**config.mk**
```make
export PLATFORM = sky130hd
export DESIGN_NAME = stream_demux_n
export DESIGN_NICKNAME = d
export VERILOG_FILES = /design/src/rtl/stream_demux_n.sv
export SDC_FILE = /design/constraint.sdc
export NUM_CORES = 1
export LEC_CHECK = 0
export CORE_MARGIN = 2
export CORE_UTILIZATION = 45
export DETAILED_ROUTE_END_ITERATION = 8
export PLACE_DENSITY = 0.85
export SETUP_SLACK_MARGIN = 0.3
export SLEW_MARGIN = 20
export SYNTH_ARGS = -nofsm -noshare
export SYNTH_HDL_FRONTEND = slang
export SYNTH_SLANG_ARGS = --single-unit
```
**constraint.sdc**
```tcl
create_clock -name clk -period 1.4 [get_ports clk]
set_input_delay 0.28 -clock clk [delete_from_list [all_inputs] [get_ports clk]]
set_output_delay 0.28 -clock clk [all_outputs]
set_load 0.02 [all_outputs]
```
**src/rtl/stream_demux_n.sv**
```systemverilog
// -----------------------------------------------------------------------------
// stream_demux_n
//
// N-way valid/ready stream demultiplexer. Each input beat is steered to the
// channel named by in_sel and parked in that channel's one-entry output
// register. Back-pressure is tracked per channel, so a stalled consumer only
// blocks beats addressed to its own channel.
//
// Parameters:
//   WIDTH     - data bits per beat
//   N_OUT     - number of output channels (2..16)
//   SEL_W     - in_sel width, 2**SEL_W >= N_OUT
//   ZERO_IDLE - 1: an idle lane reads zero; 0: an idle lane shows held data
//
// Ports:
//   clk        - rising-edge clock
//   rst        - synchronous active-high reset
//   in_valid   - input beat present
//   in_ready   - input beat accepted this cycle (combinational, no in_valid path)
//   in_sel     - destination channel, sampled with in_valid
//   in_data    - input payload
//   out_valid  - bit i: channel i holds a beat
//   out_ready  - bit i: channel i consumer accepts
//   out_data   - lane i = bits [i*WIDTH +: WIDTH]
//   drop_pulse - one-cycle pulse after a beat with in_sel >= N_OUT is discarded
//   drop_count - (only with STREAM_DEMUX_DROP_CNT_EN) saturating 16-bit count
//                of discarded beats
//
// Optional feature macro: STREAM_DEMUX_DROP_CNT_EN
// -----------------------------------------------------------------------------
module stream_demux_n #(
    parameter int WIDTH     = 8,
    parameter int N_OUT     = 3,
    parameter int SEL_W     = 2,
    parameter int ZERO_IDLE = 1
) (
    input  logic                     clk,
    input  logic                     rst,
    input  logic                     in_valid,
    output logic                     in_ready,
    input  logic [SEL_W-1:0]         in_sel,
    input  logic [WIDTH-1:0]         in_data,
    output logic [N_OUT-1:0]         out_valid,
    input  logic [N_OUT-1:0]         out_ready,
    output logic [N_OUT*WIDTH-1:0]   out_data,
    output logic                     drop_pulse
`ifdef STREAM_DEMUX_DROP_CNT_EN
    ,
    output logic [15:0]              drop_count
`endif
);

    // Channel count in the same width as a zero-extended select, so the
    // range test below compares like-sized operands.
    localparam logic [SEL_W:0] N_OUT_L = (SEL_W + 1)'(N_OUT);

    // ------------------------------------------------------------------
    // State
    // ------------------------------------------------------------------
    logic [N_OUT-1:0]             vld_q;
    logic [N_OUT-1:0]             vld_d;
    logic [N_OUT-1:0][WIDTH-1:0]  dat_q;
    logic [N_OUT-1:0][WIDTH-1:0]  dat_d;
    logic                         drop_q;
    logic                         drop_d;
`ifdef STREAM_DEMUX_DROP_CNT_EN
    logic [15:0]                  drop_cnt_q;
    logic [15:0]                  drop_cnt_d;
`endif

    // ------------------------------------------------------------------
    // Decode and handshake terms
    // ------------------------------------------------------------------
    logic                         sel_ok_s;    // in_sel names a real channel
    logic [N_OUT-1:0]             sel_hit_s;   // one-hot of in_sel (zero if out of range)
    logic [N_OUT-1:0]             room_s;      // channel can take a beat this cycle
    logic                         in_xfer_s;   // input transfer this cycle
    logic [N_OUT-1:0]             load_s;      // per-channel load
    logic [N_OUT-1:0]             drain_s;     // per-channel output transfer

    // Select decode: one-hot channel hit and in-range flag.
    always_comb begin
        sel_ok_s  = ({1'b0, in_sel} < N_OUT_L);
        sel_hit_s = {N_OUT{1'b0}};
        for (int i = 0; i < N_OUT; i++) begin
            sel_hit_s[i] = (in_sel == SEL_W'(i));
        end
    end

    // Per-channel room and the resulting input-side ready; out-of-range
    // selects are always accepted so they can be discarded.
    always_comb begin
        room_s   = ~vld_q | out_ready;
        in_ready = sel_ok_s ? (|(sel_hit_s & room_s)) : 1'b1;
    end

    // Transfer qualifiers for the input and each output channel.
    always_comb begin
        in_xfer_s = in_valid & in_ready;
        load_s    = sel_hit_s & {N_OUT{in_xfer_s}};
        drain_s   = vld_q & out_ready;
    end

    // Next-state for each channel register. A load wins over a drain, which
    // covers the drain-and-refill case on a full channel without a bubble.
    always_comb begin
        vld_d = vld_q;
        dat_d = dat_q;
        for (int i = 0; i < N_OUT; i++) begin
            if (load_s[i]) begin
                vld_d[i] = 1'b1;
                dat_d[i] = in_data;
            end else if (drain_s[i]) begin
                vld_d[i] = 1'b0;
                dat_d[i] = dat_q[i];
            end else begin
                vld_d[i] = vld_q[i];
                dat_d[i] = dat_q[i];
            end
        end
    end

    // Discard tracking for out-of-range selects.
    always_comb begin
        drop_d = in_xfer_s & ~sel_ok_s;
    end

`ifdef STREAM_DEMUX_DROP_CNT_EN
    // Saturating discard counter; steps on the same edge that raises drop_pulse.
    always_comb begin
        if (drop_d) begin
            if (drop_cnt_q == 16'hFFFF) begin
                drop_cnt_d = drop_cnt_q;
            end else begin
                drop_cnt_d = drop_cnt_q + 16'd1;
            end
        end else begin
            drop_cnt_d = drop_cnt_q;
        end
    end
`endif

    // State registers with synchronous reset.
    always_ff @(posedge clk) begin
        if (rst) begin
            vld_q  <= {N_OUT{1'b0}};
            dat_q  <= {(N_OUT*WIDTH){1'b0}};
            drop_q <= 1'b0;
        end else begin
            vld_q  <= vld_d;
            dat_q  <= dat_d;
            drop_q <= drop_d;
        end
    end

`ifdef STREAM_DEMUX_DROP_CNT_EN
    // Discard counter register with synchronous reset.
    always_ff @(posedge clk) begin
        if (rst) begin
            drop_cnt_q <= 16'h0000;
        end else begin
            drop_cnt_q <= drop_cnt_d;
        end
    end
`endif

    // ------------------------------------------------------------------
    // Outputs: all driven from registers; an idle lane is optionally
    // masked to zero so consumers never see stale payload.
    // ------------------------------------------------------------------

    // Output lane assembly from the channel registers.
    always_comb begin
        out_valid = vld_q;
        out_data  = {(N_OUT*WIDTH){1'b0}};
        for (int i = 0; i < N_OUT; i++) begin
            if ((ZERO_IDLE != 0) && !vld_q[i]) begin
                out_data[i*WIDTH +: WIDTH] = {WIDTH{1'b0}};
            end else begin
                out_data[i*WIDTH +: WIDTH] = dat_q[i];
            end
        end
    end

    // Discard pulse and optional counter outputs.
    always_comb begin
        drop_pulse = drop_q;
`ifdef STREAM_DEMUX_DROP_CNT_EN
        drop_count = drop_cnt_q;
`endif
    end

endmodule

```
## Yosys cells after proc, flatten, opt, wreduce, memory -nomap -nowiden

Cells that the tools add are included.
W data, S select, Z words.

| storage, ports and cells | value |
|---|---|
| bits of input ports | 16 |
| logic and storage cells | 33 |
| output and inout bits | 29 |
| register bits after elaboration | 28 |

| cells by class | value |
|---|---|
| reduce and logical (&&, ||, !) cells | 5 |
| magnitude comparators | 1 |
| equal/unequal tests | 2 |
| bitwise operators | 8 |
| mux-type cells | 10 |

Operators by type and width:

| cell | number |
|---|---|
| $mux W8 | 3 |
| $and A3 B3 Y3 | 3 |
| $mux W1 | 7 |
| $reduce_bool A2 Y1 | 3 |
| $not A3 Y3 | 1 |
| $or A3 B3 Y3 | 1 |
| $reduce_or A3 Y1 | 1 |
| $and A1 B1 Y1 | 2 |
| $eq A2 B1 Y1 const B | 1 |
| $eq A2 B2 Y1 const B | 1 |
| $logic_not A2 Y1 | 1 |
| $lt A2 B2 Y1 const B | 1 |
| $not A1 Y1 | 1 |

## Depth between registers and ports, before layout

| logic depth | value |
|---|---|
| depth in word-level cells | 8 |
| mapped depth | 4 |
| depth with buffers taken out | 3 |

## Worst setup path after synthesis

OpenSTA, ideal clock, no wires.

| path | value |
|---|---|
| path type | flip-flop to output port |
| start point | reg vld_q[1], in the netlist out_valid[1] |
| end point | out in_ready |
| data arrival time | 1.138 ns |
| path buffers | 0 |
| data required time | 1.120 ns |
| setup slack | -0.018 ns |
| cell stages (with the launch flop) | 4 |
| path through | dfxtp_1 > or2b_1 > o21ai_0 > o21ai_0 |

| on the way | value |
|---|---|
| longest elaborated chain between the ends | 5 |

RTL lines:

| item | RTL line | RTL |
|---|---|---|
| start, declared | 60 | `logic [N_OUT-1:0] vld_q;` |
| start signal, assigned | 146 | `vld_q <= {N_OUT{1'b0}};` |
| start signal, assigned | 150 | `vld_q <= vld_d;` |
| $not A3 Y3 | 93 | `room_s = ~vld_q \| out_ready;` |
| $or A3 B3 Y3 | 93 |  |
| $and A3 B3 Y3 | 94 | `in_ready = sel_ok_s ? (\|(sel_hit_s & room_s)) : 1'b1;` |
| $reduce_or A3 Y1 | 94 |  |
| $mux W1 | 94 |  |
| end, declared | 40 | `output logic in_ready,` |

Every way passes these cells.

## Final worst setup path

| path | value |
|---|---|
| start point | in out_ready[1] |
| end point | out in_ready |

| on the way | value |
|---|---|
| longest elaborated chain between the ends | 4 |

RTL lines:

| item | RTL line | RTL |
|---|---|---|
| start, declared | 44 | `input logic [N_OUT-1:0] out_ready,` |
| $or A3 B3 Y3 | 93 |  |
| $and A3 B3 Y3 | 94 |  |
| $reduce_or A3 Y1 | 94 |  |
| $mux W1 | 94 |  |

Every way passes these cells.

==> results.sh <==
export IMPL_outcome="finished with violations"
export IMPL_violations="setup timing"
export IMPL_avgSynthCellArea_sq_um=9.93
export IMPL_slew_headroom=0.830
export IMPL_final_cell_count_no_fill=233
export IMPL_cp_start_kind="input port"
export IMPL_clk_latency_ps=330
export IMPL_fin_crit_sh=1.15
export IMPL_overflow=0
export IMPL_portBuffers=44
export IMPL_hp_class="input port to register"
export IMPL_ir_drop_mv=0.600
export IMPL_core_area_sq_mm=0.00278
export IMPL_p_clk_frac=0.241
export IMPL_avgViaCountPerCell=5.05
export IMPL_holdBufCountCts=0
export IMPL_yosysUniqueCellTypes=16
export IMPL_power_frac_seq=0.573
export IMPL_whs_ps=388
export IMPL_drc=0
export IMPL_slew_viol_final=0
export IMPL_track_usage=0.217
export IMPL_final_cell_mix="42 x buf_6, 33 x nand2b_1, 25 x mux2i_1, 24 x and2_4, 24 x dfxtp_1"
export IMPL_dp_slack_ps=-591
export IMPL_hpwl_microns=2330
export IMPL_dr_first_iter_drc_count=27
export IMPL_clock_fmax_mhz=621
export IMPL_final_common_cell="buf_6"
export IMPL_grt_max_degree=37
export IMPL_grt_pass1_vias=1198
export IMPL_numCtsBuffers=3
export IMPL_ys_ff_latch=28
export IMPL_dieArea_sq_mm=0.00341
export IMPL_synthTopCellsByArea="dfxtp_1 42%, mux2i_1 19%, nand2b_1 16%, and2_1 11%, nor2b_4 2.1%"
export IMPL_critPathKind="input port to output port"
export IMPL_postRouteAntennaNets=0
export IMPL_hold_viol_final=0
export IMPL_synth_top_cell_by_area="dfxtp_1"
export IMPL_p_sw_frac=0.255
export IMPL_p_switching_w=0.000373
export IMPL_antenna_cells=0
export IMPL_intPower_w=0.00109
export IMPL_fin_util=0.803
export IMPL_htreeDepth=1
export IMPL_grt_pass1_wl_microns=5600
export IMPL_required_ps=1120
export IMPL_multi_input_area_sq_um=850
export IMPL_drive_above_1_share=0.500
export IMPL_syn_inst=134
export IMPL_cap_violations=0
export IMPL_crit_arrival_ps=1330
export IMPL_core_rowCount=19
export IMPL_period_needed_ps=1610
export IMPL_clock_path_buffers=2
export IMPL_routed_wl_microns=3630
export IMPL_worst_clock_skew_ps=10.4
export IMPL_synth_top_cell_area_share=0.421
export IMPL_setup_ws_ps=-210
export IMPL_ys_seq_area_frac=0.421
export IMPL_dr_pass1_iters=4
export IMPL_gp_congestion=0.740
export IMPL_cp_max_fo=2
export IMPL_die_w_microns=58.4
export IMPL_num_vias=1177
export IMPL_timing_setup_tns_ps=-1820
export IMPL_dpl_cell_count=218
export IMPL_p_per_area_mw_per_mm2=657
export IMPL_num_fill_cells=174
export IMPL_setup_viol=17
export IMPL_area_growth_pct=67.8
export IMPL_io_pins=45
export IMPL_routedWlPerCell_microns=15.6
export IMPL_start_util=0.478
export IMPL_final_seq_area_sq_um=573
export IMPL_cts_num_sinks=28
export IMPL_cts_tree="done"
export IMPL_synth_fp_nets=150
export IMPL_pwr_share_comb=0.186
export IMPL_worst_pin_slew_ps=254
export IMPL_yosysWarnings=0
export IMPL_die_height_microns=58.4
export IMPL_cts_root_buf="clkbuf_4"
export IMPL_antenna_found_initial=0
export IMPL_rsz0062_at_grt="true"
export IMPL_p_leak_nw=1.02
export IMPL_crit_path_end_kind="output port"
export IMPL_synth_area_sq_mm=0.00133
export IMPL_fin_nets=219
export IMPL_clk_transition_reported_paths_ps=150
==> cell usage after synthesis, drive strengths merged <==
cell and number:
nand2b 35, dfxtp 28, mux2i 25, and2 24
buf 4, a21oi 3, clkbuf 3, nor2b 2
nor3 2, o21ai 2, or3 2, nand2 1
nand4b 1, nor3b 1, or2b 1
==> worst paths after layout <==
check / to / cells after the start / from / slack, ps
hold / removal: out_valid[0]$_SDFFE_PP0P_ / 3 / out_ready[0] / 390
setup reg to reg: dat_q[14]$_SDFFE_PP0P_ / 7 / out_valid[1]$_SDFFE_PP0P_ / 10
setup / recovery: in_ready / 5 / out_ready[1] / -210
hold reg to reg: dat_q[0]$_SDFFE_PP0P_ / 2 / dat_q[0]$_SDFFE_PP0P_ / 490
==> routing by layer <==
metal	track usage	up-vias	wire length [microns]
li1	-	577	-
met1	0.277	564	1590
met2	0.384	34	1850
met3	0.0308	2	171
met4	0.0565	0	21
met5	0	-	0
==> stage by stage <==
stage,cell area (sq um),total power [W]
5_1_grt,2230,0.00153
3_3_place_gp,1920,0.00107
2_1_floorplan,1350,0.000962
3_5_place_dp,1920,0.00108
4_1_cts,2070,0.00144
6_report,2230,0.00147
==> worst max-delay path, cell delays in order <==
cell and delay [ps]:
clkdlybuf4s50_1 430, or2b_1 280, o21ai_2 140, o21ai_2 70, buf_6 130
==> sequential cells by signal, indices dropped and copies added, names as in the netlist <==
signal      cells
drop_pulse      1
out_valid       3
dat_q          24
==> cells by family after synthesis <==
| family | count (synthesis) | synth area share |
|---|---|---|
| AO/OA/AOI/OAI | 5 | 0.0188 |
| buffers and inverters | 7 | 0.0282 |
| flip-flops | 28 | 0.421 |
| AND/OR/NAND/NOR | 69 | 0.343 |
| multiplexers | 25 | 0.188 |
==> power by group through the flow <==
stage	Combinational, W	Clock, W	Sequential (W)
floorplan	0.000104	0	0.000858
global placement	0.000217	0	0.000852
detailed placement	0.000223	0	0.000854
CTS	0.000248	0.000354	0.000839
global route	0.000289	0.000400	0.000844
finish	0.000273	0.000353	0.000840
==> layout make-up <==
cell class / count / area share
sequential: 28 / 0.257
tap: 31 / 0.0174
timing repair buffer: 71 / 0.334
clock buffer: 4 / 0.0118
multi-input combinational: 99 / 0.381
==> what timing repair did <==
item / in CTS / in global routing
setup endpoints to repair: 56 / 56
gates resized for setup: 197 / 36
cloned: 2 / 0
pin swaps: 13 / 9
buffers inserted: 2 / 7
(Power assumes the default switching activity.)
